**src/rtl/ps2_pkg.sv**
```systemverilog
// ps2_pkg: shared frame states, protocol prefixes and player key codes for the PS/2 key decoder.
package ps2_pkg;
  typedef enum logic [1:0] {ST_IDLE, ST_DATA, ST_PARITY, ST_STOP} frame_st_t;
  localparam logic [7:0] PS2_EXT   = 8'hE0;
  localparam logic [7:0] PS2_BRK   = 8'hF0;
  localparam logic [7:0] CODE_IDLE = 8'h00;
  localparam logic [7:0] P1_DOWN   = 8'h72;
  localparam logic [7:0] P1_UP     = 8'h75;
  localparam logic [7:0] P1_RIGHT  = 8'h74;
  localparam logic [7:0] P1_LEFT   = 8'h6B;
  localparam logic [7:0] P2_DOWN   = 8'h1B;
  localparam logic [7:0] P2_UP     = 8'h1D;
  localparam logic [7:0] P2_RIGHT  = 8'h23;
  localparam logic [7:0] P2_LEFT   = 8'h1C;
  function automatic logic is_arrow(input logic [7:0] c);
    return c == P1_DOWN || c == P1_UP || c == P1_RIGHT || c == P1_LEFT;
  endfunction
endpackage

```
**src/rtl/ps2_key_decoder_if.sv**
```systemverilog
// ps2_key_decoder_if: step-tick/scan-code bus between the key decoder (slave) and the game controller (master).
interface ps2_key_decoder_if;
  logic       key_en;
  logic [7:0] code_o;
  logic       held_o;
  logic       frame_err;
  modport master (output key_en, input code_o, held_o, frame_err);
  modport slave  (input key_en, output code_o, held_o, frame_err);
endinterface

```
**src/rtl/ps2_rx_frame.sv**
```systemverilog
// ps2_rx_frame: synchronises the raw PS/2 lines, detects falling clock edges and deframes
// 11-bit odd-parity frames, aborting a stalled frame via a watchdog.
module ps2_rx_frame #(
  parameter int SYNC_STAGES    = 2,
  parameter int TIMEOUT_CYCLES = 50000,
  parameter int TO_W           = 16
) (
  input  logic       clk,
  input  logic       reset,
  input  logic       ps2_clk,
  input  logic       ps2_data,
  output logic [7:0] rx_byte,
  output logic       rx_valid,
  output logic       rx_err
);
  import ps2_pkg::*;
  logic [SYNC_STAGES-1:0] clk_sync_q, data_sync_q;
  logic [TO_W-1:0]        wd_q;
  logic [2:0]             bit_cnt_q;
  logic [7:0]             shift_q, rx_byte_q;
  logic                   par_q, rx_valid_q, rx_err_q, fall, din, timeout;
  frame_st_t              state_q;
  assign fall    = clk_sync_q[SYNC_STAGES-1] & ~clk_sync_q[SYNC_STAGES-2];
  assign din     = data_sync_q[SYNC_STAGES-1];
  assign timeout = state_q != ST_IDLE && !fall && wd_q == TO_W'(TIMEOUT_CYCLES - 1);
  assign rx_byte  = rx_byte_q;
  assign rx_valid = rx_valid_q;
  assign rx_err   = rx_err_q;
  always_ff @(posedge clk or posedge reset) begin
    if (reset) begin
      clk_sync_q  <= '1;
      data_sync_q <= '1;
      wd_q        <= '0;
      bit_cnt_q   <= '0;
      shift_q     <= '0;
      par_q       <= 1'b0;
      rx_byte_q   <= '0;
      rx_valid_q  <= 1'b0;
      rx_err_q    <= 1'b0;
      state_q     <= ST_IDLE;
    end else begin
      clk_sync_q  <= {clk_sync_q[SYNC_STAGES-2:0], ps2_clk};
      data_sync_q <= {data_sync_q[SYNC_STAGES-2:0], ps2_data};
      rx_valid_q  <= 1'b0;
      rx_err_q    <= 1'b0;
      wd_q        <= (state_q == ST_IDLE || fall) ? '0 : wd_q + 1'b1;
      if (timeout) begin
        state_q  <= ST_IDLE;
        rx_err_q <= 1'b1;
      end else if (fall) begin
        case (state_q)
          ST_IDLE: if (!din) begin
            state_q   <= ST_DATA;
            bit_cnt_q <= '0;
          end
          ST_DATA: begin
            shift_q   <= {din, shift_q[7:1]};
            bit_cnt_q <= bit_cnt_q + 1'b1;
            if (bit_cnt_q == 3'd7) state_q <= ST_PARITY;
          end
          ST_PARITY: begin
            par_q   <= din;
            state_q <= ST_STOP;
          end
          ST_STOP: begin
            // odd parity: data bits plus parity bit must XOR to 1
            rx_valid_q <= din & (^{shift_q, par_q});
            rx_err_q   <= ~(din & (^{shift_q, par_q}));
            rx_byte_q  <= shift_q;
            state_q    <= ST_IDLE;
          end
        endcase
      end
    end
  end
endmodule

```
**src/rtl/ps2_key_decoder.sv**
```systemverilog
// ps2_key_decoder: tracks PS/2 make/break state and presents the held key once per step tick.
// Define PS2_EXT_FILTER_EN to accept P1 codes only as E0-prefixed arrow keys.
module ps2_key_decoder #(
  parameter int SYNC_STAGES    = 2,
  parameter int TIMEOUT_CYCLES = 50000,
  parameter int TO_W           = 16
) (
  input logic               clk,
  input logic               reset,
  input logic               ps2_clk,
  input logic               ps2_data,
  ps2_key_decoder_if.slave  bus
);
  import ps2_pkg::*;
  logic [7:0] rx_byte, held_code_q, held_code_d, code_q, code_d;
  logic       rx_valid, rx_err, held_q, held_d, brk_q, brk_d, ext_q, ext_d;
  logic       drop, data_ev, make_ev, brk_hit;
  ps2_rx_frame #(
    .SYNC_STAGES(SYNC_STAGES), .TIMEOUT_CYCLES(TIMEOUT_CYCLES), .TO_W(TO_W)
  ) u_rx (
    .clk(clk), .reset(reset), .ps2_clk(ps2_clk), .ps2_data(ps2_data),
    .rx_byte(rx_byte), .rx_valid(rx_valid), .rx_err(rx_err)
  );
`ifdef PS2_EXT_FILTER_EN
  assign drop = is_arrow(rx_byte) & ~ext_q;
`else
  assign drop = 1'b0;
`endif
  always_comb begin
    data_ev     = rx_valid && rx_byte != PS2_EXT && rx_byte != PS2_BRK;
    make_ev     = data_ev && !drop && !brk_q;
    brk_hit     = data_ev && !drop && brk_q && rx_byte == held_code_q;
    ext_d       = !rx_valid ? ext_q : rx_byte == PS2_EXT ? 1'b1 : rx_byte == PS2_BRK ? ext_q : 1'b0;
    brk_d       = !rx_valid ? brk_q : rx_byte == PS2_BRK ? 1'b1 : rx_byte == PS2_EXT ? brk_q : 1'b0;
    held_code_d = make_ev ? rx_byte : held_code_q;
    held_d      = make_ev ? 1'b1 : brk_hit ? 1'b0 : held_q;
    // a break landing on the tick suppresses it; a make waits for the next tick
    code_d      = (bus.key_en && held_q && !brk_hit) ? held_code_q : CODE_IDLE;
  end
  always_ff @(posedge clk or posedge reset) begin
    if (reset) begin
      held_code_q <= CODE_IDLE;
      held_q      <= 1'b0;
      brk_q       <= 1'b0;
      ext_q       <= 1'b0;
      code_q      <= CODE_IDLE;
    end else begin
      held_code_q <= held_code_d;
      held_q      <= held_d;
      brk_q       <= brk_d;
      ext_q       <= ext_d;
      code_q      <= code_d;
    end
  end
  assign bus.code_o    = code_q;
  assign bus.held_o    = held_q;
  assign bus.frame_err = rx_err;
endmodule

```
**src/flat_wrapper.sv**
```systemverilog
// flat-port wrapper written by rule: the top's interface ports become plain ports
module ps2_key_decoder_flat import ps2_pkg::*;
#(
  parameter int SYNC_STAGES    = 2,
  parameter int TIMEOUT_CYCLES = 50000,
  parameter int TO_W           = 16
)
  (clk, reset, ps2_clk, ps2_data, bus_key_en, bus_code_o, bus_held_o, bus_frame_err);
  ps2_key_decoder_if bus_i ();
  input logic clk;
  input logic reset;
  input logic ps2_clk;
  input logic ps2_data;
  input wire logic [$bits(bus_i.key_en)-1:0] bus_key_en;
  output wire logic [$bits(bus_i.code_o)-1:0] bus_code_o;
  output wire logic [$bits(bus_i.held_o)-1:0] bus_held_o;
  output wire logic [$bits(bus_i.frame_err)-1:0] bus_frame_err;
  assign bus_i.key_en = bus_key_en;
  assign bus_code_o = bus_i.code_o;
  assign bus_held_o = bus_i.held_o;
  assign bus_frame_err = bus_i.frame_err;
  ps2_key_decoder #(.SYNC_STAGES(SYNC_STAGES), .TIMEOUT_CYCLES(TIMEOUT_CYCLES), .TO_W(TO_W)) u_core (.clk(clk), .reset(reset), .ps2_clk(ps2_clk), .ps2_data(ps2_data), .bus(bus_i));
endmodule
```
**config.mk**
```make
export PLATFORM = sky130hd
export DESIGN_NAME = ps2_key_decoder_flat
export DESIGN_NICKNAME = d
export VERILOG_FILES = /design/src/rtl/ps2_pkg.sv /design/src/rtl/ps2_key_decoder_if.sv /design/src/rtl/ps2_rx_frame.sv /design/src/rtl/ps2_key_decoder.sv /design/src/flat_wrapper.sv
export SDC_FILE = /design/constraint.sdc
export NUM_CORES = 1
export LEC_CHECK = 0
export CORE_AREA = 2 2 84 106
export DETAILED_ROUTE_END_ITERATION = 16
export DIE_AREA = 0 0 86 108
export HOLD_SLACK_MARGIN = 0.1
export SLEW_MARGIN = 20
export SYNTH_ARGS = -nofsm -noshare
export SYNTH_HDL_FRONTEND = slang
export SYNTH_SLANG_ARGS = --single-unit
```
**constraint.sdc**
```tcl
create_clock -name clk -period 1.9 [get_ports clk]
set_input_delay 0.38 -clock clk [delete_from_list [all_inputs] [get_ports clk]]
set_output_delay 0.38 -clock clk [all_outputs]
set_load 0.02 [all_outputs]
```
**Word level (Yosys, flattened, before mapping)**

Cells that the tools add are included.

- Register bits after elaboration: 62
- Logic and storage cells: 79

- Bitwise gates (word level): 5
- Multiplexer cells: 19
- Equality and inequality tests: 14
- Reductions and logical operators: 25
- $add $sub $neg: 2

Operator list:

| operator | number |
|---|---|
| $add A16 B1 Y16 const B | 1 |
| $eq A16 B16 Y1 const B | 1 |
| $eq A8 B8 Y1 const B | 2 |
| $mux W16 | 1 |
| $ne A8 B8 Y1 const B | 2 |
| $reduce_and A3 Y1 | 4 |
| $mux W1 | 10 |
| $logic_and A1 B1 Y1 | 9 |
| $reduce_xor A9 Y1 | 1 |
| $eq A8 B8 Y1 | 1 |
| $mux W2 | 4 |
| $mux W8 | 1 |
| $pmux W2 S4 | 1 |
| $reduce_bool A2 Y1 | 4 |
| $ne A3 B3 Y1 const B | 2 |
| $pmux W3 S2 | 1 |
| $eq A2 B2 Y1 const B | 2 |
| $ne A2 B2 Y1 const B | 2 |
| $reduce_and A4 Y1 | 1 |
| $add A3 B1 Y3 const B | 1 |
| $eq A3 B3 Y1 const B | 1 |
| $logic_not A1 Y1 | 3 |
| $mux W3 | 1 |
| $not A1 Y1 | 3 |
| 5 further kinds | 6 |

**Longest topological paths before layout**

Gate-level depths: netlist of the first run.

- Depth after elaboration: 8
- Gate-level depth with buffers: 6
- Depth with buffers taken out: 6

**By module**

Synthesis of the first run repeated with hierarchy kept, for this count alone.

- Cell total of the unflattened synthesis: 235
- Area total of the unflattened synthesis: 2819.0 um^2

By module, submodules not included:

| module | area an instance (um^2) | cells each | times used |
|---|---|---|---|
| ps2_rx_frame | 2009.4 | 169 | 1 |
| ps2_key_decoder | 809.5 | 66 | 1 |

**Least setup slack after synthesis of the first run**

No wires, ideal clock.

- Kind: register to register
- From: reg u_core.u_rx.rx_byte_q[0], in the netlist u_core.u_rx.rx_byte[0]
- To: reg u_core.held_code_q[0]
- Arrival: 1507 ps
- Buffers on the path: 0
- Cell stages (with the launch flop): 5
- Slack: 268 ps
- Setup time: 125 ps
- Path through: dfrtp_1 -> or3b_1 -> o41ai_4 -> nor2_4 -> mux2_2

- Word-level cells in the longest chain between the ends: 4
- Elaborated cells between the ends (all ways): 5

RTL lines:

| element | RTL line | RTL |
|---|---|---|
| start: declaration | ps2_rx_frame.sv:20 | `logic [7:0] shift_q, rx_byte_q;` |
| start signal: assignment | ps2_rx_frame.sv:69 | `rx_byte_q <= shift_q;` |
| $ne A8 B8 Y1 | ps2_key_decoder.sv:30 | `data_ev = rx_valid && rx_byte != PS2_EXT && rx_byte != PS2_BRK;` |
| $logic_and A1 B1 Y1 (2 in series) | ps2_key_decoder.sv:30 |  |
| $logic_and A1 B1 Y1 | ps2_key_decoder.sv:31 | `make_ev = data_ev && !drop && !brk_q;` |
| end signal: assignment | ps2_key_decoder.sv:48 | `held_code_q <= held_code_d;` |
| end: declaration | ps2_key_decoder.sv:15 | `logic [7:0] rx_byte, held_code_q, held_code_d, code_q, code_d;` |

Parallel ways exist; a longest one is shown, timed or not.
A chain may end at the register's enable or synchronous reset.

**Final worst setup path of the first run**

- From: reg u_core.u_rx.rx_byte_q[0], in the netlist u_core.u_rx.rx_byte[0]
- To: reg u_core.held_code_q[1]

- Word-level cells in the longest chain between the ends: 4
- Elaborated cells between the ends (all ways): 5

RTL lines:

| element | RTL line |
|---|---|
| $ne A8 B8 Y1 | ps2_key_decoder.sv:30 |
| $logic_and A1 B1 Y1 | ps2_key_decoder.sv:30 |
| $logic_and A1 B1 Y1 (*) | ps2_key_decoder.sv:30 |
| $logic_and A1 B1 Y1 (*) | ps2_key_decoder.sv:31 |

Mark *: on every way between the ends. The rest lies on a longest branch, timed or not.

==> results.md, run 1 <==
- Clock Tree Buf Depth: 2
- Clock insertion delay at the later pin of the skew report: 0.32 ns
- Final clock skew: 0.00556 ns
- Classification of the worst setup path: reg2reg
- Wl on met1: 2240 um
- Most area-consuming cells after synthesis: dfrtp_1 (51%), mux2_2 (9.2%), xnor2_1 (4.0%)
- CTS resizes: 0
- Final weighted congestion in routability-driven placement: 0.807
- Vias in the first global route: 1799
- Mean post-synth cell area: 11.7 sq um
- Fraction of the core area covered by cells at the end of the flow: 0.403
- Share of the clock period used by the worst path: 0.953
- Cells after Synth: 241
- Proportion of synthesized flip-flops having asynchronous set or reset: 1.00
- Post-detail-place hpwl: 3270 um
- Number of setup buffers added after CTS: 0
- Result of the run: completed
- Area growth, synth to finish: 16.9%
- Initial antenna violation count: 0
- Endpoint type of the worst setup path: flop
- Total standard cell area after synthesis: 2830 sq um
- Distinct cells, synth: 37
- Count of yosys warnings during synthesis: 0
- Sequential share of the synthesized area: 0.550
- Drt wl/cell: 13.0 um
- Total routed wirelength: 4800 um
- Detailed-router iteration count before antenna repair: 4
- Final-report hold violation count: 0
- Cell with the most instances after synthesis: dfrtp_1
- DRT iter0 DRCs: 80
- DR vias: 1808
- Number of vias per cell: 4.91
- CP Data Required Time: 2.11 ns
- Area of the die: 9290 sq um
- WHS: 0.354 ns
- Max_cap viols: 0
- Layout filler cell count: 761
- Die Y: 108 um
- Total number of placement rows: 37
- Seq. cell area: 1560 sq um
- Residual overflow from global routing: 0
- Clock tree root buffer cell: clkbuf_8
- Data arrival time of the critical path: 2.02 ns
- Number of design rule violations left after detail routing: 0
- Combined global-route utilization of all metal layers: 0.116
- Routed length on met2: 2300 um
- Power per cell area: 1230 nW/um^2
- Met3 wire length: 176 um
- Number of inserted diodes: 0
- Number of flops mapped to enable cells by yosys: 0
- Worst min path class: reg2reg
- Top FF cell, synth: dfrtp_1
- Max-slew headroom at the worst pin: 0.652
- First-pass GRT wire length: 8320 um
- Worst vdd rail ir drop: 0.566 mV
- Largest fanout on the critical path: 8
- Finish-stage setup viols: 0
- Count of boundary I/O pins: 15
- Total clock buffers created by CTS: 9
- Net count, final: 280
- Post-synth top cells: dfrtp_1 (58), mux2_2 (23), inv_1 (17), nand2_1 (17), nor2_1 (16)
- Post-CTS clock slew at the launch and capture registers of the worst setup and hold paths: 0.06 ns
- H-tree Lvls: 3
- Die Wd: 86 um
- Share of final-layout standard cells stronger than drive strength 1: 0.181
- Timing-limited maximum frequency: 552 MHz
- Register bit total from synthesis: 62
- Initial Utilization: 0.345
- Kind of launch point of the worst setup path: flop
- Clock tree from TritonCTS: done
- Clock sink count: 62
- Area of combinational cells with multiple inputs: 1200 sq um
- # port buffers: 14
- Maximum number of pins on one net before global-route repair: 63
- Total core area: 8190 sq um
- Standby leakage power: 1.48 nW
- Yosys top cell area share: 0.513
- Total Neg Setup Slack: 0 ns
- Max layer used: met4
- Net count after synthesis: 254
- Post-cts hold buffer count: 0
- Shortest period the worst path allows: 1.81 ns
- Post-synthesis cell type with the largest combined area: dfrtp_1
- Actual slew at the worst max-slew pin: 0.520 ns
- Max Transition Viols Final: 0
- Final ANT Viol Nets: 0
-- kinds of logic (layout without fill, tap and decap cells) --
logic type	count (synthesis)	count (layout)	share of synthesized area
xor gates and xnor gates	24	24	0.0841
buffers and inverters	21	51	0.0283
adders and majority gates	8	8	0.0354
muxes	24	24	0.0951
DFF	62	62	0.550
and+or+nand+nor	78	78	0.143
AOI/OAI and AO/OA	24	24	0.0633
-- area by class of cell --
| type | instances | share of cell area |
|---|---|---|
| multi-input combinational | 158 | 0.364 |
| inverter | 17 | 0.0204 |
| clock inverter | 1 | 0.00151 |
| tap | 97 | 0.0367 |
| timing repair buffer | 19 | 0.0575 |
| sequential | 62 | 0.471 |
| clock buffer | 14 | 0.0492 |
-- flip-flops by register name, summed over array words and instances (netlist names), 2 cells and up --
name	cells
u_core.u_rx.wd_q	16
u_core.u_rx.state_q	2
u_core.u_rx.shift_q	8
u_core.bus.code_o	8
u_core.u_rx.clk_sync_q	2
u_core.u_rx.rx_byte	8
u_core.held_code_q	8
u_core.u_rx.bit_cnt_q	3
u_core.u_rx.data_sync_q	2
-- where the power goes --
part | switching [mW] | internal [mW]
Sequential | 0.259 | 1.58
Combinational | 0.606 | 0.630
Clock | 0.460 | 0.537
-- routing by layer --
layer  GRT usage  vias up
met5           0        -
met3      0.0397        6
met2       0.185       26
met1       0.144      886
met4      0.0476        0
li1            -      890
-- cell usage in the layout, fill, tap and decap left out, types with 9 or more instances in the layout --
| master | instances |
|---|---|
| mux2_2 | 23 |
| clkbuf_8 | 11 |
| nor3_1 | 9 |
| o21ai_0 | 9 |
| nor2_1 | 16 |
| nand2_1 | 17 |
| clkdlybuf4s50_1 | 14 |
| dfrtp_1 | 58 |
| xnor2_1 | 13 |
| xor2_1 | 9 |
| inv_1 | 16 |
-- worst max-delay path, stage by stage, from the launching register on --
cell and delay (ns):
dfrtp_1 0.41, or3b_1 0.43, o41ai_4 0.42, nor2_4 0.14, mux2_2 0.29
-- per-stage QoR --
step           std cells  cell area [sq um]  worst slack (ns)  total power [mW]
6_report             368               3310            0.0893              4.07
5_1_grt              368               3310          -0.00170              4.36
4_1_cts              368               3290            0.0169              4.11
3_5_place_dp         353               3130            0.0324              3.09
3_3_place_gp         353               3130             0.116              3.05
2_1_floorplan        241               2830             0.268              2.78
-- worst paths after layout --
check / from / to / slack, ns / depth (start not counted)
max: u_core.u_rx.rx_byte[0] / u_core.held_code_q[1] / 0.09 / 4
min: u_core.u_rx.data_sync_q[0] / u_core.u_rx.data_sync_q[1] / 0.35 / 0
max reg2reg: u_core.u_rx.rx_byte[0] / u_core.held_code_q[1] / 0.09 / 4
min reg2reg: u_core.u_rx.data_sync_q[0] / u_core.u_rx.data_sync_q[1] / 0.35 / 0
max in group asynchronous: reset / u_core.u_rx.clk_sync_q[0] / 1.10 / 3
min in group asynchronous: reset / u_core.bus.code_o[7] / 0.49 / 3
Note: power is estimated with default switching activity, not from simulation.
==> inputs of run 2 (changes only) <==
==> constraint.sdc (replaced) <==
create_clock -name clk -period 1.6 [get_ports clk]
set_input_delay 0.32 -clock clk [delete_from_list [all_inputs] [get_ports clk]]
set_output_delay 0.32 -clock clk [all_outputs]
set_load 0.02 [all_outputs]
==> run 2 against run 1 <==
The run now ends with negative setup slack left; maximum frequency grew 6.7%; hold slack lost 0.027 ns; sequential share of layout area down 4.3 points; cell area increased by 10%; routed wire length grew 9.0%; critical endpoint is now u_core.held_code_q[3]; utilization rose by 4.0 points; largest power group unchanged; first-iteration DRC count decreased by 6.3%.
==> results.md, run 2 (same netlist as run 1, synthesis figures left out) <==
- Final Non-Filler Cells: 393
- Largest fanout on the critical path: 8
- Post-CTS clock slew at the launch and capture registers of the worst setup and hold paths: 0.07 ns
- Initial Utilization: 0.345
- Number of design rule violations left after detail routing: 0
- Power per cell area: 1500 nW/um^2
- Chain of cells forming the critical path: or3b_4, o41ai_4, buf_4, nor2_4, mux2_2
- Buf+Inv Stages, Crit Path: 1
- Finish-stage setup viols: 16
- Detailed-router iteration count before antenna repair: 4
- Fraction of the core area covered by cells at the end of the flow: 0.444
- # port buffers: 14
- Relative contribution of sequential cells to total power: 0.397
- Share of the clock period used by the worst path: 1.06
- Worst vdd rail ir drop: 0.763 mV
- Crit path from: u_core.u_rx.rx_byte[0]
- Result of the run: finished with violations
- Total core area: 8190 sq um
- Area growth, synth to finish: 28.6%
- Clock sink count: 62
- Cell family contributing the most delay on the critical path: simple AND/OR/NAND/NOR gates
- Post-Place Worst Slack: -0.182 ns
- Die Y: 108 um
- Total routed wirelength: 5230 um
- Vias in the first global route: 1970
- Final clock skew: 0.00849 ns
- Shortest period the worst path allows: 1.70 ns
- CP Data Required Time: 1.83 ns
- Share of final-layout standard cells stronger than drive strength 1: 0.311
- Reg-to-reg startpoint: u_core.u_rx.rx_byte[0]
- Worst min path class: in2async
- Max-slew headroom at the worst pin: 0.686
- Final ANT Viol Nets: 0
- Smallest setup slack after layout: -0.0966 ns
- Area of the die: 9290 sq um
- Data arrival time of the critical path: 1.93 ns
- Actual slew at the worst max-slew pin: 0.470 ns
- Die Wd: 86 um
- Net count, final: 304
- Layout Cell Area excl Fill: 3640 sq um
- Residual overflow from global routing: 0
- Combined global-route utilization of all metal layers: 0.129
- Maximum cell stage delay along the critical path: 0.40 ns
- Classification of the worst setup path: reg2reg
- Psw: 1.79 mW
- Endpoint type of the worst setup path: flop
- Drt wl/cell: 13.3 um
- Number of vias per cell: 4.89
- Clock tree root buffer cell: clkbuf_8
- DP Cell Count: 372
- Total Neg Setup Slack: -1.03 ns
- Setup repair after global routing missed its margin: yes
- Int Power: 3.65 mW
- Clock tree from TritonCTS: done
- Total clock buffers created by CTS: 9
- Most frequent cells in the layout: dfrtp_1 (58), buf_4 (26), mux2_2 (23)
- Post-detail-place hpwl: 3680 um
- Final-report hold violation count: 0
- Final weighted congestion in routability-driven placement: 0.719
- Initial antenna violation count: 0
- First-pass GRT wire length: 9110 um
- Maximum number of pins on one net before global-route repair: 22
- Number of inserted diodes: 0
- Area post-placement: 3280 sq um
- Kind of launch point of the worst setup path: flop
- Total number of placement rows: 37
- Count of boundary I/O pins: 15
- Register with the most flip-flops: u_core.u_rx.wd_q
- Max_cap viols: 0
- Clock power frac: 0.260
- Violated checks: negative setup slack
- Clock Tree Buf Depth: 2
- Slowest stage cell on the critical path: or3b_4
- Relative contribution of combinational cells to total power: 0.344
- Most frequent standard cell in the layout excluding fill and tap cells: dfrtp_1
- Clock insertion delay at the later pin of the skew report: 0.35 ns
- Switching Fraction: 0.329
- H-tree Lvls: 3
- DR vias: 1921
- DRT iter0 DRCs: 75
- Standby leakage power: 1.76 nW
- Timing-limited maximum frequency: 589 MHz
- Max FFs per register: 16
- Max Transition Viols Final: 0
## run 2: per-stage QoR
step / hold slack (ns) / power (mW)
detailed placement: 0.347 / 3.88
global placement: 0.347 / 3.83
finish: 0.327 / 5.45
CTS: 0.334 / 5.36
floorplan: 0.324 / 3.31
global route: 0.360 / 5.82
## run 2: power groups by stage
stage	Sequential [mW]	Clock (mW)	Combinational [mW]
after floorplan	2.15	0	1.16
after global placement	2.16	0	1.66
after detailed placement	2.18	0	1.70
after CTS	2.16	1.44	1.76
after global routing	2.20	1.52	2.09
final	2.16	1.41	1.87
## run 2: final cells by class
cell class	instances	area (sq um)
clock buffers	13	159
clock inverters	3	42.5
fillers	771	4560
inverters	17	67.6
multi-input cells	158	1290
flip-flops and latches	62	1560
well taps	97	121
repair buffers	43	397
## run 2: worst paths after layout
check | endpoint | slack, ns | cells past startpoint
worst max register to register | u_core.held_code_q[3] | -0.1 | 5
worst max-delay path | u_core.held_code_q[3] | -0.1 | 5
max in group asynchronous | u_core.u_rx.bit_cnt_q[2] | 0.84 | 3
worst min-delay path | u_core.u_rx.rx_byte[1] | 0.33 | 2
min in group clk | u_core.u_rx.data_sync_q[1] | 0.36 | 0
worst min register to register | u_core.u_rx.data_sync_q[1] | 0.36 | 0
## run 2: what timing repair did
item / 4_1_cts / 5_1_grt
setup endpoints to repair: 28 / 25
gates resized for setup: 16 / 14
pin swaps: 3 / 4
buffers inserted: 2 / 3
hold buffers: 0 / 0
## run 2: metal layers
metal | global-route usage | vias to the layer above | part of all wire
met5 | 0 | - | 0
met1 | 0.152 | 945 | 0.44
li1 | - | 937 | -
met4 | 0.0782 | 0 | 0.025
met2 | 0.210 | 28 | 0.50
met3 | 0.0321 | 11 | 0.035
==> variant 1 (settings of run 2) <==
The 4 values of `frame_st_t` get a one-hot encoding in 4 bits.
--- a/src/rtl/ps2_pkg.sv
+++ b/src/rtl/ps2_pkg.sv
@@ -2,3 +2,3 @@
 package ps2_pkg;
-  typedef enum logic [1:0] {ST_IDLE, ST_DATA, ST_PARITY, ST_STOP} frame_st_t;
+  typedef enum logic [3:0] {ST_IDLE = 4'b0001, ST_DATA = 4'b0010, ST_PARITY = 4'b0100, ST_STOP = 4'b1000} frame_st_t;
   localparam logic [7:0] PS2_EXT   = 8'hE0;
Check against the original RTL: same outputs for any inputs over 10 cycles, from zero or initial values and one cycle with reset high; not proved beyond that.
==> variant 1 against run 2 <==
  * The run still ends with negative setup slack left
  * Clock skew decreased by 0.0011 ns
  * Sequential cell count increased by 2
  * Global-route usage increased by 0.88 points
  * Routed wire length increased by 12%
  * Worst setup slack improved by 0.023 ns
  * Fmax increased by 1.4%
  * Non-clock buffer count increased by 13
  * Worst hold slack improved by 0.032 ns
  * Final area increased by 11%
  * Area after synthesis increased by 6.2%
Power is not compared: it rests on default switching activity, and its combinational part moved more than twofold at a synthesized area within 25%.
==> variant 1: results (changes against run 2) <==
run_status:
  status: "finished, violations left"  # unchanged
  violations: "negative setup slack"  # unchanged
placed_design:
  gp_congestion: 0.770  # was 0.719
  dpl_cell_area_um2: 3530  # was 3280 um2
  dp_slack_ns: -0.130  # was -0.182 ns
  dp_hpwl_um: 3870  # was 3680 um
  io_buffers: 14  # unchanged
final_layout:
  fill_cells: 747  # was 771
  nFlopsAndLatches: 64  # was 62
  largest-register: "u_core.u_rx.wd_q"  # unchanged
  bufAreaShareNonClock: 0.121  # was 0.109
  utilization: 0.491  # was 0.444
  finalNetCount: 338  # was 304
  inverters: 18  # was 17
  signal_buffers: 56  # was 43
  clkCellAreaFrac: 0.0544  # was 0.0554
  multi_input_gates: 181  # was 158
  seq-cell-share: 0.400  # was 0.428
synthesis:
  synth_seq_area_share: 0.535  # was 0.550
  synth.area.top_cells: "dfrtp_1 49%, mux2_2 6.4%, xnor2_1 5.5%"  # was dfrtp_1 51%, mux2_2 9.2%, xnor2_1 4.0%
  ys_types: 44  # was 37
  syn_nets: 278  # was 254
  yosysTopAreaCellShare: 0.491  # was 0.513
detailed_routing:
  routed_via_density: 5.06  # was 4.89
  wire_per_inst_um: 13.5  # was 13.3 um
  vias: 2187  # was 1,921
  routed-wl-met2_um: 3100  # was 2620 um
  drt_iter0_markers: 72  # was 75
  drt-met1-wl_um: 2440  # was 2300 um
grt:
  use_met2: 0.242  # was 0.210
  use_met1: 0.157  # was 0.152
  grt_max_degree: 39  # was 22
  grt.total_usage: 0.137  # was 0.129
  grt_pass1_wl_um: 9890  # was 9110 um
critical_path:
  r2r_cells: 4  # was 5
  timing.critical_path.fanout_max: 5  # was 8
  cpMaxStageDelayCell: "dfstp_2"  # was or3b_4
  crit_path_max_incr_delay_ns: 0.56  # was 0.40 ns
  cp-startpoint: "u_core.u_rx.state_q[0]$_DFFE_PP1P_"  # was u_core.u_rx.rx_byte[0]$_DFFE_PP0P_
  crit_end: "u_core.u_rx.state_q[1]$_DFFE_PP0P_"  # was u_core.held_code_q[3]$_DFFE_PP0P_
sta:
  max_slew_margin: 0.715  # was 0.686
  setup_tns_ns: -1.04  # was -1.03 ns
  setup_viol: 24  # was 16
  whs_ns: 0.359  # was 0.327 ns
  setup_slack_ns: -0.0738  # was -0.0966 ns
  fin_worst_skew_ns: 0.00740  # was 0.00849 ns
worst_hold_path:
  hold_class: "register to register"  # was input pin to asynchronous set/reset pin
  holdPathEnd: "u_core.u_rx.data_sync_q[1]$_DFF_PP1_"
variant 1: changes by cell type in the layout (fill, tap and decap cells not counted), sizes merged, moves of 3 or more:
| cell | delta |
|---|---|
| xor2 | -3 |
| buf | +13 |
| nor3 | +4 |
| nor4 | +4 |
| clkbuf | -4 |
| nand2 | +17 |
| xnor2 | +6 |
| nand4 | -3 |
| or4b | +3 |
| dlymetal6s2s | -5 |
| mux2 | -6 |
| dlygate4sd2 | +5 |
| ha | -5 |
| nor2 | +3 |
variant 1: cells by family after synthesis:
family | count (synthesis) | share of synthesized area
buffers and inverters | 25 | 0.0383
flip-flops | 64 | 0.535
adder cells (fa/ha/maj) | 3 | 0.0125
AND/OR/NAND/NOR | 107 | 0.191
multiplexers | 17 | 0.0637
AO/OA/AOI/OAI | 27 | 0.0712
XOR/XNOR | 27 | 0.0879
variant 1: timing repair:
action	CTS	global route
cloned	1	1
pin swaps	10	10
resized for setup	40	21
setup endpoints to repair	40	54
setup buffers	1	5
==> variant 2 (config.mk and constraints of run 2) <==
Made on the original files. `TO_W` is set to 16 in 3 places; all go to 24.
--- a/src/rtl/ps2_rx_frame.sv
+++ b/src/rtl/ps2_rx_frame.sv
@@ -5,3 +5,3 @@
   parameter int TIMEOUT_CYCLES = 50000,
-  parameter int TO_W           = 16
+  parameter int TO_W           = 24
 ) (
--- a/src/rtl/ps2_key_decoder.sv
+++ b/src/rtl/ps2_key_decoder.sv
@@ -5,3 +5,3 @@
   parameter int TIMEOUT_CYCLES = 50000,
-  parameter int TO_W           = 16
+  parameter int TO_W           = 24
 ) (
--- a/src/flat_wrapper.sv
+++ b/src/flat_wrapper.sv
@@ -5,3 +5,3 @@
   parameter int TIMEOUT_CYCLES = 50000,
-  parameter int TO_W           = 16
+  parameter int TO_W           = 24
 )
Check against the original RTL: same outputs for any inputs over 10 cycles, from zero or initial values and one cycle with reset high; that may be too few to reach the edited logic, so the function may still have changed.
==> variant 2 against run 2 <==
  * Area after synthesis up 16%
  * Worst setup slack worse by 0.090 ns
  * Sequential cell count up 8
  * The run still ends with negative setup slack left
  * Critical path type unchanged
  * Final cell count up 24%
  * Highest routed layer unchanged
  * Clock power up 5%
  * Routed wire length up 33%
  * Total power up 8.5%
  * Final area up 23%
==> variant 2: results (changes against run 2) <==
run_status:
  status: "finished, violations left"  # unchanged
  violations: "negative setup slack"  # unchanged
critical_path:
  timing.critical_path.fanout_max: 5  # was 8
  crit_type: "register to register"  # unchanged
  r2r_cells: 5  # unchanged
  arrival_ns: 2.03  # was 1.93 ns
  cpMaxStageDelayCell: "or4_4"  # was or3b_4
  crit_path_max_incr_delay_ns: 0.54  # was 0.40 ns
  r2r_end: "u_core.held_code_q[7]$_DFFE_PP0P_"  # was u_core.held_code_q[3]$_DFFE_PP0P_
synthesis:
  synth_seq_area_share: 0.534  # was 0.550
  yosys_warnings: 0  # unchanged
  syn_nets: 314  # was 254
  muxShareOfSynthArea: 0.0852  # was 0.0951
  synth.area.top_cells: "dfrtp_1 50%, mux2_2 8.2%, xnor2_1 4.8%"  # was dfrtp_1 51%, mux2_2 9.2%, xnor2_1 4.0%
  synth_common_cells: "66 x dfrtp_1, 33 x nand2_1, 27 x nor2_1"  # was 58 x dfrtp_1, 23 x mux2_2, 17 x inv_1, 17 x nand2_1, 16 x nor2_1
  synthAdderAreaFrac: 0.0304  # was 0.0354
  syn_inst: 301  # was 241
  synth_compound_area_frac: 0.0627  # was 0.0633
  async_flop_share: 1.00  # unchanged
  synth-xor-area-share: 0.0776  # was 0.0841
  ys_types: 44  # was 37
placed_design:
  dp_slack_ns: -0.216  # was -0.182 ns
  dpl_cell_area_um2: 3970  # was 3280 um2
  gp_congestion: 0.781  # was 0.719
  placed_cells: 457  # was 372
  dp_hpwl_um: 4790  # was 3680 um
final_layout:
  drive_gt1_frac: 0.388  # was 0.311
  finalNetCount: 397  # was 304
  final_cells: 486  # was 393
  largest_register_ffs: 24  # was 16
  syn_to_final_growth_pct: 35.5  # was 28.6%
  fill_cells: 720  # was 771
  largest-register: "u_core.u_rx.wd_q"  # unchanged
grt:
  grt_max_degree: 28  # was 22
  grt.total_usage: 0.159  # was 0.129
  grt_pass1_wl_um: 11500  # was 9110 um
  grt_pass1_vias: 2466  # was 1,970
detailed_routing:
  wirelength_um: 6960  # was 5230 um
  drtPass1Iterations: 4  # unchanged
  routed_via_density: 5.20  # was 4.89
  drt_iter0_markers: 110  # was 75
sta:
  fin_worst_skew_ns: 0.00978  # was 0.00849 ns
  whs_ns: 0.292  # was 0.327 ns
  setup_tns_ns: -2.42  # was -1.03 ns
  worst_pin_slew_ns: 0.344  # was 0.470 ns
  setup_slack_ns: -0.187  # was -0.0966 ns
  setup_viol: 23  # was 16
power_and_ir_drop:
  ir_drop_uv: 710  # was 763 uV
  swShare: 0.330  # was 0.329
  p_leak_nw: 2.09  # was 1.76 nW
cts:
  cts_resized: 21  # was 16
  cts_max_level: 3  # unchanged
  post_cts_buffers: 1  # was 2
  root_buffer: "clkbuf_8"  # unchanged
  cts_max_path_buffers: 2  # unchanged
-- variant 2: final cells by class --
type                    instances  area share
well taps                      97      0.0272
multi-input cells             212       0.368
flip-flops and latches         70       0.394
clock buffers                  10      0.0309
inverters                      10     0.00926
clock inverters                 6      0.0154
repair buffers                 81       0.155
-- variant 2: power by group through the flow --
stage / clock network [mW] / logic (mW) / registers (mW)
after global placement: 0 / 1.79 / 2.38
final: 1.48 / 2.06 / 2.37
after global routing: 1.60 / 2.25 / 2.42
after detailed placement: 0 / 1.83 / 2.40
after floorplan: 0 / 1.20 / 2.39
after CTS: 1.54 / 1.90 / 2.37
-- variant 2: per-layer routing --
metal | vias to the layer above | share of wire | track usage
li1 | 1229 | - | -
met1 | 1242 | 0.42 | 0.189
met2 | 40 | 0.53 | 0.272
met3 | 15 | 0.030 | 0.0351
met4 | 0 | 0.020 | 0.0760
met5 | - | 0 | 0
